**src/rtl/iter_multiplier_if.sv**
```systemverilog
// Operand/result bundle between the control unit and the iterative multiplier.
// Signed exists only when ITER_MUL_SIGNED_EN is defined.
interface iter_multiplier_if;
  logic        Start;
  logic [63:0] BusA;
  logic [63:0] BusB;
  logic        High;
`ifdef ITER_MUL_SIGNED_EN
  logic        Signed;
`endif
  logic        Busy;
  logic        Done;
  logic [63:0] Result;

  modport master (
`ifdef ITER_MUL_SIGNED_EN
    output Signed,
`endif
    output Start, BusA, BusB, High,
    input  Busy, Done, Result
  );

  modport slave (
`ifdef ITER_MUL_SIGNED_EN
    input  Signed,
`endif
    input  Start, BusA, BusB, High,
    output Busy, Done, Result
  );
endinterface

```
**src/rtl/iter_multiplier.sv**
```systemverilog
// 64x64 shift-add multiplier, one bit per cycle, 65-cycle latency.
// ITER_MUL_SIGNED_EN adds signed operands via magnitude + sign fix-up.
module iter_multiplier (
  input logic              Clk,
  input logic              Reset,
  iter_multiplier_if.slave bus
);
  typedef enum logic [1:0] {
    IDLE,
    RUN,
    DONE
  } state_t;

  state_t         state_q, state_d;
  logic [6:0]     cnt_q, cnt_d;
  logic [63:0]    a_q, a_d;
  logic           hsel_q, hsel_d;
  logic [127:0]   prod_q, prod_d;
  logic [63:0]    result_q, result_d;
  logic [63:0]    mag_a, mag_b;
  logic [64:0]    sum;
  logic [127:0]   fin;
  logic [63:0]    sel;

`ifdef ITER_MUL_SIGNED_EN
  logic neg_q, neg_d;
  logic neg_in;

  // -2^63 negates to itself, which read unsigned is its magnitude
  always_comb begin
    mag_a  = (bus.Signed && bus.BusA[63]) ? -bus.BusA : bus.BusA;
    mag_b  = (bus.Signed && bus.BusB[63]) ? -bus.BusB : bus.BusB;
    neg_in = bus.Signed & (bus.BusA[63] ^ bus.BusB[63]);
    fin    = neg_q ? -prod_q : prod_q;
  end
`else
  always_comb begin
    mag_a = bus.BusA;
    mag_b = bus.BusB;
    fin   = prod_q;
  end
`endif

  assign sel = hsel_q ? fin[127:64] : fin[63:0];

  always_comb begin
    state_d  = state_q;
    cnt_d    = cnt_q;
    a_d      = a_q;
    hsel_d   = hsel_q;
    prod_d   = prod_q;
    result_d = result_q;
    sum      = {1'b0, prod_q[127:64]}
             + (prod_q[0] ? {1'b0, a_q} : 65'd0);
`ifdef ITER_MUL_SIGNED_EN
    neg_d    = neg_q;
`endif
    unique case (state_q)
      IDLE: begin
        if (bus.Start) begin
          a_d     = mag_a;
          prod_d  = {64'd0, mag_b};
          hsel_d  = bus.High;
          cnt_d   = 7'd0;
`ifdef ITER_MUL_SIGNED_EN
          neg_d   = neg_in;
`endif
          state_d = RUN;
        end
      end
      RUN: begin
        prod_d = {sum, prod_q[63:1]};
        cnt_d  = cnt_q + 7'd1;
        if (cnt_q == 7'd63) state_d = DONE;
      end
      DONE: begin
        result_d = sel;
        state_d  = IDLE;
      end
      default: state_d = IDLE;
    endcase
  end

  always_ff @(posedge Clk) begin
    if (Reset) begin
      state_q  <= IDLE;
      cnt_q    <= 7'd0;
      a_q      <= 64'd0;
      hsel_q   <= 1'b0;
      prod_q   <= 128'd0;
      result_q <= 64'd0;
`ifdef ITER_MUL_SIGNED_EN
      neg_q    <= 1'b0;
`endif
    end else begin
      state_q  <= state_d;
      cnt_q    <= cnt_d;
      a_q      <= a_d;
      hsel_q   <= hsel_d;
      prod_q   <= prod_d;
      result_q <= result_d;
`ifdef ITER_MUL_SIGNED_EN
      neg_q    <= neg_d;
`endif
    end
  end

  assign bus.Busy   = (state_q != IDLE);
  assign bus.Done   = (state_q == DONE);
  assign bus.Result = (state_q == DONE) ? sel : result_q;
endmodule

```
**src/flat_wrapper.sv**
```systemverilog
// flat-port wrapper written by rule: the top's interface ports become plain ports
module iter_multiplier_flat 
  (Clk, Reset, bus_Start, bus_BusA, bus_BusB, bus_High, bus_Busy, bus_Done, bus_Result);
  iter_multiplier_if bus_i ();
  input logic Clk;
  input logic Reset;
  input wire logic [$bits(bus_i.Start)-1:0] bus_Start;
  input wire logic [$bits(bus_i.BusA)-1:0] bus_BusA;
  input wire logic [$bits(bus_i.BusB)-1:0] bus_BusB;
  input wire logic [$bits(bus_i.High)-1:0] bus_High;
  output wire logic [$bits(bus_i.Busy)-1:0] bus_Busy;
  output wire logic [$bits(bus_i.Done)-1:0] bus_Done;
  output wire logic [$bits(bus_i.Result)-1:0] bus_Result;
  assign bus_i.Start = bus_Start;
  assign bus_i.BusA = bus_BusA;
  assign bus_i.BusB = bus_BusB;
  assign bus_i.High = bus_High;
  assign bus_Busy = bus_i.Busy;
  assign bus_Done = bus_i.Done;
  assign bus_Result = bus_i.Result;
  iter_multiplier u_core (.Clk(Clk), .Reset(Reset), .bus(bus_i));
endmodule
```
**config.mk**
```make
export PLATFORM = sky130hd
export DESIGN_NAME = iter_multiplier_flat
export DESIGN_NICKNAME = d
export VERILOG_FILES = /design/src/rtl/iter_multiplier_if.sv /design/src/rtl/iter_multiplier.sv /design/src/flat_wrapper.sv
export SDC_FILE = /design/constraint.sdc
export NUM_CORES = 1
export LEC_CHECK = 0
export ABC_CLOCK_PERIOD_IN_PS = 3300
export CAP_MARGIN = 10
export CORE_MARGIN = 2
export CORE_UTILIZATION = 52
export CTS_BUF_LIST = sky130_fd_sc_hd__clkbuf_4
export CTS_CLUSTER_SIZE = 30
export DETAILED_ROUTE_END_ITERATION = 10
export PLACE_DENSITY = 0.9
export REMOVE_ABC_BUFFERS = 1
export SLEW_MARGIN = 5
export SYNTH_ARGS = -nofsm -noshare
export SYNTH_HDL_FRONTEND = slang
export SYNTH_SLANG_ARGS = --single-unit
```
**constraint.sdc**
```tcl
create_clock -name Clk -period 3.3 [get_ports Clk]
set_input_delay 0.66 -clock Clk [delete_from_list [all_inputs] [get_ports Clk]]
set_output_delay 0.66 -clock Clk [all_outputs]
set_load 0.1 [all_outputs]
```
==> insert_results.sql <==
INSERT INTO impl_metrics (metric_group, metric, value, unit) VALUES
('detailed_routing', 'detail_route.wirelength', '42.3', 'mm'),
('timing', 'setup_ws', '0.0119', 'ns'),
('detailed_routing', 'dr.first_iter.drc_count', '1034', ''),
('worst_setup_path', 'crit_path_max_fanout', '5', ''),
('worst_setup_path', 'reg_to_reg_startpoint', 'u_core.fin[0]', ''),
('worst_setup_path', 'critical_path_buf_inv_count', '2', ''),
('worst_setup_path', 'worst_setup_path_endpoint', 'u_core.fin[126]', ''),
('placed_design', 'io_buffer_count', '197', ''),
('floorplanning', 'floorplan.initialDensity', '53.2', '%'),
('synth', 'synth.yosys.seq_area_share', '37.0', '%'),
('placed_design', 'dp_hpwl', '28.7', 'mm'),
('finish', 'register_area', '5330', 'sq um'),
('grt', 'gr-total-overflow', '0', ''),
('finish', 'finish.net_count', '2363', ''),
('worst_setup_path', 'critical_path_depth', '14', ''),
('worst_setup_path', 'critical_path_endpoint_category', 'register', ''),
('power', 'switching_power', '0.00201', 'W'),
('hold_path', 'worstHoldPathType', 'input port to register', ''),
('worst_setup_path', 'required_worst_endpoint', '3.89', 'ns'),
('timing', 'holdWs', '0.317', 'ns'),
('power', 'clockPowerShare', '41.0', '%'),
('floorplanning', 'dieHeight', '170', 'um'),
('power', 'totalPowerFinal', '0.00746', 'W'),
('power', 'leakagePower', '7.87', 'nW'),
('synth', 'synth.ff_latch_count', '266', ''),
('timing', 'setup_repair_after_global_routing_missed_its_margin', 'true', ''),
('detailed_routing', 'route.detailed.vias_per_inst', '5.65', ''),
('detailed_routing', 'route.vias.total', '14600', ''),
('power', 'power.density_cell_area', '397', 'nW/um^2'),
('synth', 'ys_top_cells_by_area', 'sky130_fd_sc_hd__dfxtp_1 (37%), sky130_fd_sc_hd__nand2_1 (8.0%), sky130_fd_sc_hd__nor2_1 (6.4%)', ''),
('synth', 'synth_cell_types', '60', ''),
('floorplanning', 'design.core.area', '27100', 'sq um'),
('floorplanning', 'placement_rows', '60', ''),
('placed_design', 'dpl_cell_area', '17300', 'sq um'),
('clock_tree', 'clk_pin_slew_worst_paths', '0.07', 'ns'),
('floorplanning', 'pin_count', '198', ''),
('worst_setup_path', 'crit_path_arrival_time', '3.88', 'ns'),
('timing', 'worst_clock_skew', '0.0400', 'ns'),
('clock_tree', 'clkSinkCount', '266', ''),
('clock_tree', 'cts_buffer_depth', '3', ''),
('floorplanning', 'dieArea', '29100', 'sq um'),
('timing', 'maxClockFrequency', '304', 'MHz'),
('power', 'comb_pwr_share', '12.6', '%'),
('finish', 'flow.area_growth_from_synthesis', '30.4', '%'),
('detailed_routing', 'dr.pass1.iters', '5', ''),
('detailed_routing', 'detail_route.drc_violations', '0', ''),
('synth', 'synth.avg_cell_area', '7.56', 'sq um'),
('run_status', 'run_status', 'completed', ''),
('worst_setup_path', 'r2r.worst_path.cells', '14', ''),
('hold_path', 'whs_path_depth', '2', ''),
('finish', 'multi_input_comb_area', '8970', 'sq um'),
('timing', 'tightestPinTransition', '0.706', 'ns'),
('timing', 'setup_viol_count_final', '0', ''),
('finish', 'drive_above_1_share', '17.2', '%'),
('synth', 'yosys.area.top_type', 'sky130_fd_sc_hd__dfxtp_1', ''),
('finish', 'fillers', '2113', ''),
('synth', 'synth_async_sr_flop_share', '0', '%'),
('worst_setup_path', 'timing.reg2reg.setup_slack', '0.01', 'ns'),
('finish', 'final_design_area_no_fill', '18800', 'sq um'),
('timing', 'timing_hold_violations_final', '0', ''),
('synth', 'synth_ff_type', 'sky130_fd_sc_hd__dfxtp_1', ''),
('floorplanning', 'die_width', '170', 'um'),
('power', 'power_report.internal_total', '0.00544', 'W'),
('grt', 'grt_start_max_net_pins', '106', ''),
('clock_tree', 'tritoncts', 'built', ''),
('clock_tree', 'h-tree-depth', '3', ''),
('clock_tree', 'cts_hold_buffers', '0', ''),
('synth', 'synthDominantCellAreaShare', '37.0', '%'),
('placed_design', 'dpl.cell_count', '2452', ''),
('clock_tree', 'clk-insertion-delay-late', '0.70', 'ns'),
('power', 'power.share.sequential', '46.4', '%');
how the worst min path moves through the flow:
stage,endpoint,startpoint
floorplan,u_core.a_q[0],u_core.a_q[0]
global placement,u_core.a_q[55],u_core.a_q[55]
detailed placement,u_core.a_q[62],u_core.a_q[62]
CTS,u_core.cnt_q[0],Reset
global route,u_core.cnt_q[0],Reset
finish,u_core.cnt_q[2],Reset
layout make-up:
| class | count | area share [%] |
|---|---|---|
| repair buffers | 317 | 16.0 |
| flip-flops and latches | 266 | 28.4 |
| diodes | 1 | 0.0133 |
| inverters | 23 | 0.459 |
| clock inverters | 23 | 1.05 |
| multi-input cells | 1484 | 47.8 |
| clock buffers | 97 | 3.88 |
| well taps | 372 | 2.48 |
kinds of logic after synthesis:
kind of cell / synth area share, %
AOI/OAI and AO/OA: 17.3
adders and majority gates: 5.78
xor gates and xnor gates: 3.59
muxes: 4.52
buffers and inverters: 4.15
and+or+nand+nor: 27.7
DFF: 37.0
state kept, by name, summed over array words and instances (netlist names):
name and cells:
u_core.cnt_q 7, u_core.result_q 64, u_core.state_q 2, u_core.fin 128, u_core.a_q 64, u_core.hsel_q 1
per-layer routing:
| layer | track usage [%] | vias to the layer above | share of wire (%) |
|---|---|---|---|
| li1 | - | 7115 | - |
| met4 | 11.6 | 0 | 3.2 |
| met1 | 35.6 | 6850 | 44 |
| met2 | 46.9 | 520 | 47 |
| met5 | 0 | - | 0 |
| met3 | 4.70 | 118 | 5.7 |
worst register-to-register path, delay by kind of cell, from the launching register on:
kind                       cells  cell delay (ns)
AOI/OAI and AO/OA              7             1.58
and+or+nand+nor                4             0.67
DFF                            1             0.37
adders and majority gates      1             0.29
buffers and inverters          2             0.28
layout by cell type (no fill, tap or decap), types with 10 or more instances in the layout:
cell type                         netlist  routed
sky130_fd_sc_hd__a21o_1                44      44
sky130_fd_sc_hd__a21oi_1              165     145
sky130_fd_sc_hd__a21oi_2                1      17
sky130_fd_sc_hd__a31oi_1               16      14
sky130_fd_sc_hd__and2_1                67      63
sky130_fd_sc_hd__and3_1                11      11
sky130_fd_sc_hd__buf_12                 0      21
sky130_fd_sc_hd__buf_4                  0     161
sky130_fd_sc_hd__clkbuf_4               0      97
sky130_fd_sc_hd__clkdlybuf4s50_1        0     130
sky130_fd_sc_hd__clkinv_1               0      12
sky130_fd_sc_hd__dfxtp_1              266     264
sky130_fd_sc_hd__ha_1                  65      48
sky130_fd_sc_hd__ha_2                   0      10
sky130_fd_sc_hd__inv_1                 23      22
sky130_fd_sc_hd__mux2i_1               64      64
sky130_fd_sc_hd__nand2_1              308     306
sky130_fd_sc_hd__nand3_1               41      41
sky130_fd_sc_hd__nand4_1               24      24
sky130_fd_sc_hd__nor2_1               244     242
sky130_fd_sc_hd__nor2b_1               69      68
sky130_fd_sc_hd__nor3_1                18      14
sky130_fd_sc_hd__nor4_1                67      65
sky130_fd_sc_hd__o21a_1                10      10
sky130_fd_sc_hd__o21ai_0              132     121
sky130_fd_sc_hd__xnor2_1               29      29
sky130_fd_sc_hd__xor2_1                30      30
stage by stage:
| stage | setup TNS [ns] | util, % |
|---|---|---|
| 2_1_floorplan | -547.00 | - |
| 3_3_place_gp | -0.213 | 63.8 |
| 3_5_place_dp | -1.40 | 63.8 |
| 4_1_cts | -0.0274 | 67.8 |
| 5_1_grt | -0.774 | 69.3 |
| 6_report | 0 | 69.3 |
repair_timing:
| action | CTS | global route |
|---|---|---|
| pin swaps | 13 | 32 |
| buffers inserted | 6 | 3 |
| resized for setup | 23 | 80 |
| gates cloned | 1 | 0 |
| setup endpoints to repair | 17 | 31 |
power groups by stage:
stage	sequential (W)	clock, W	combinational, W
final	0.00346	0.00306	0.000939
after global routing	0.00347	0.00328	0.00102
after CTS	0.00345	0.00312	0.000916
after detailed placement	0.00352	0	0.000891
after global placement	0.00351	0	0.000867
after floorplan	0.00351	0	0.000475
No activity file was read; power rests on OpenSTA's default activity.
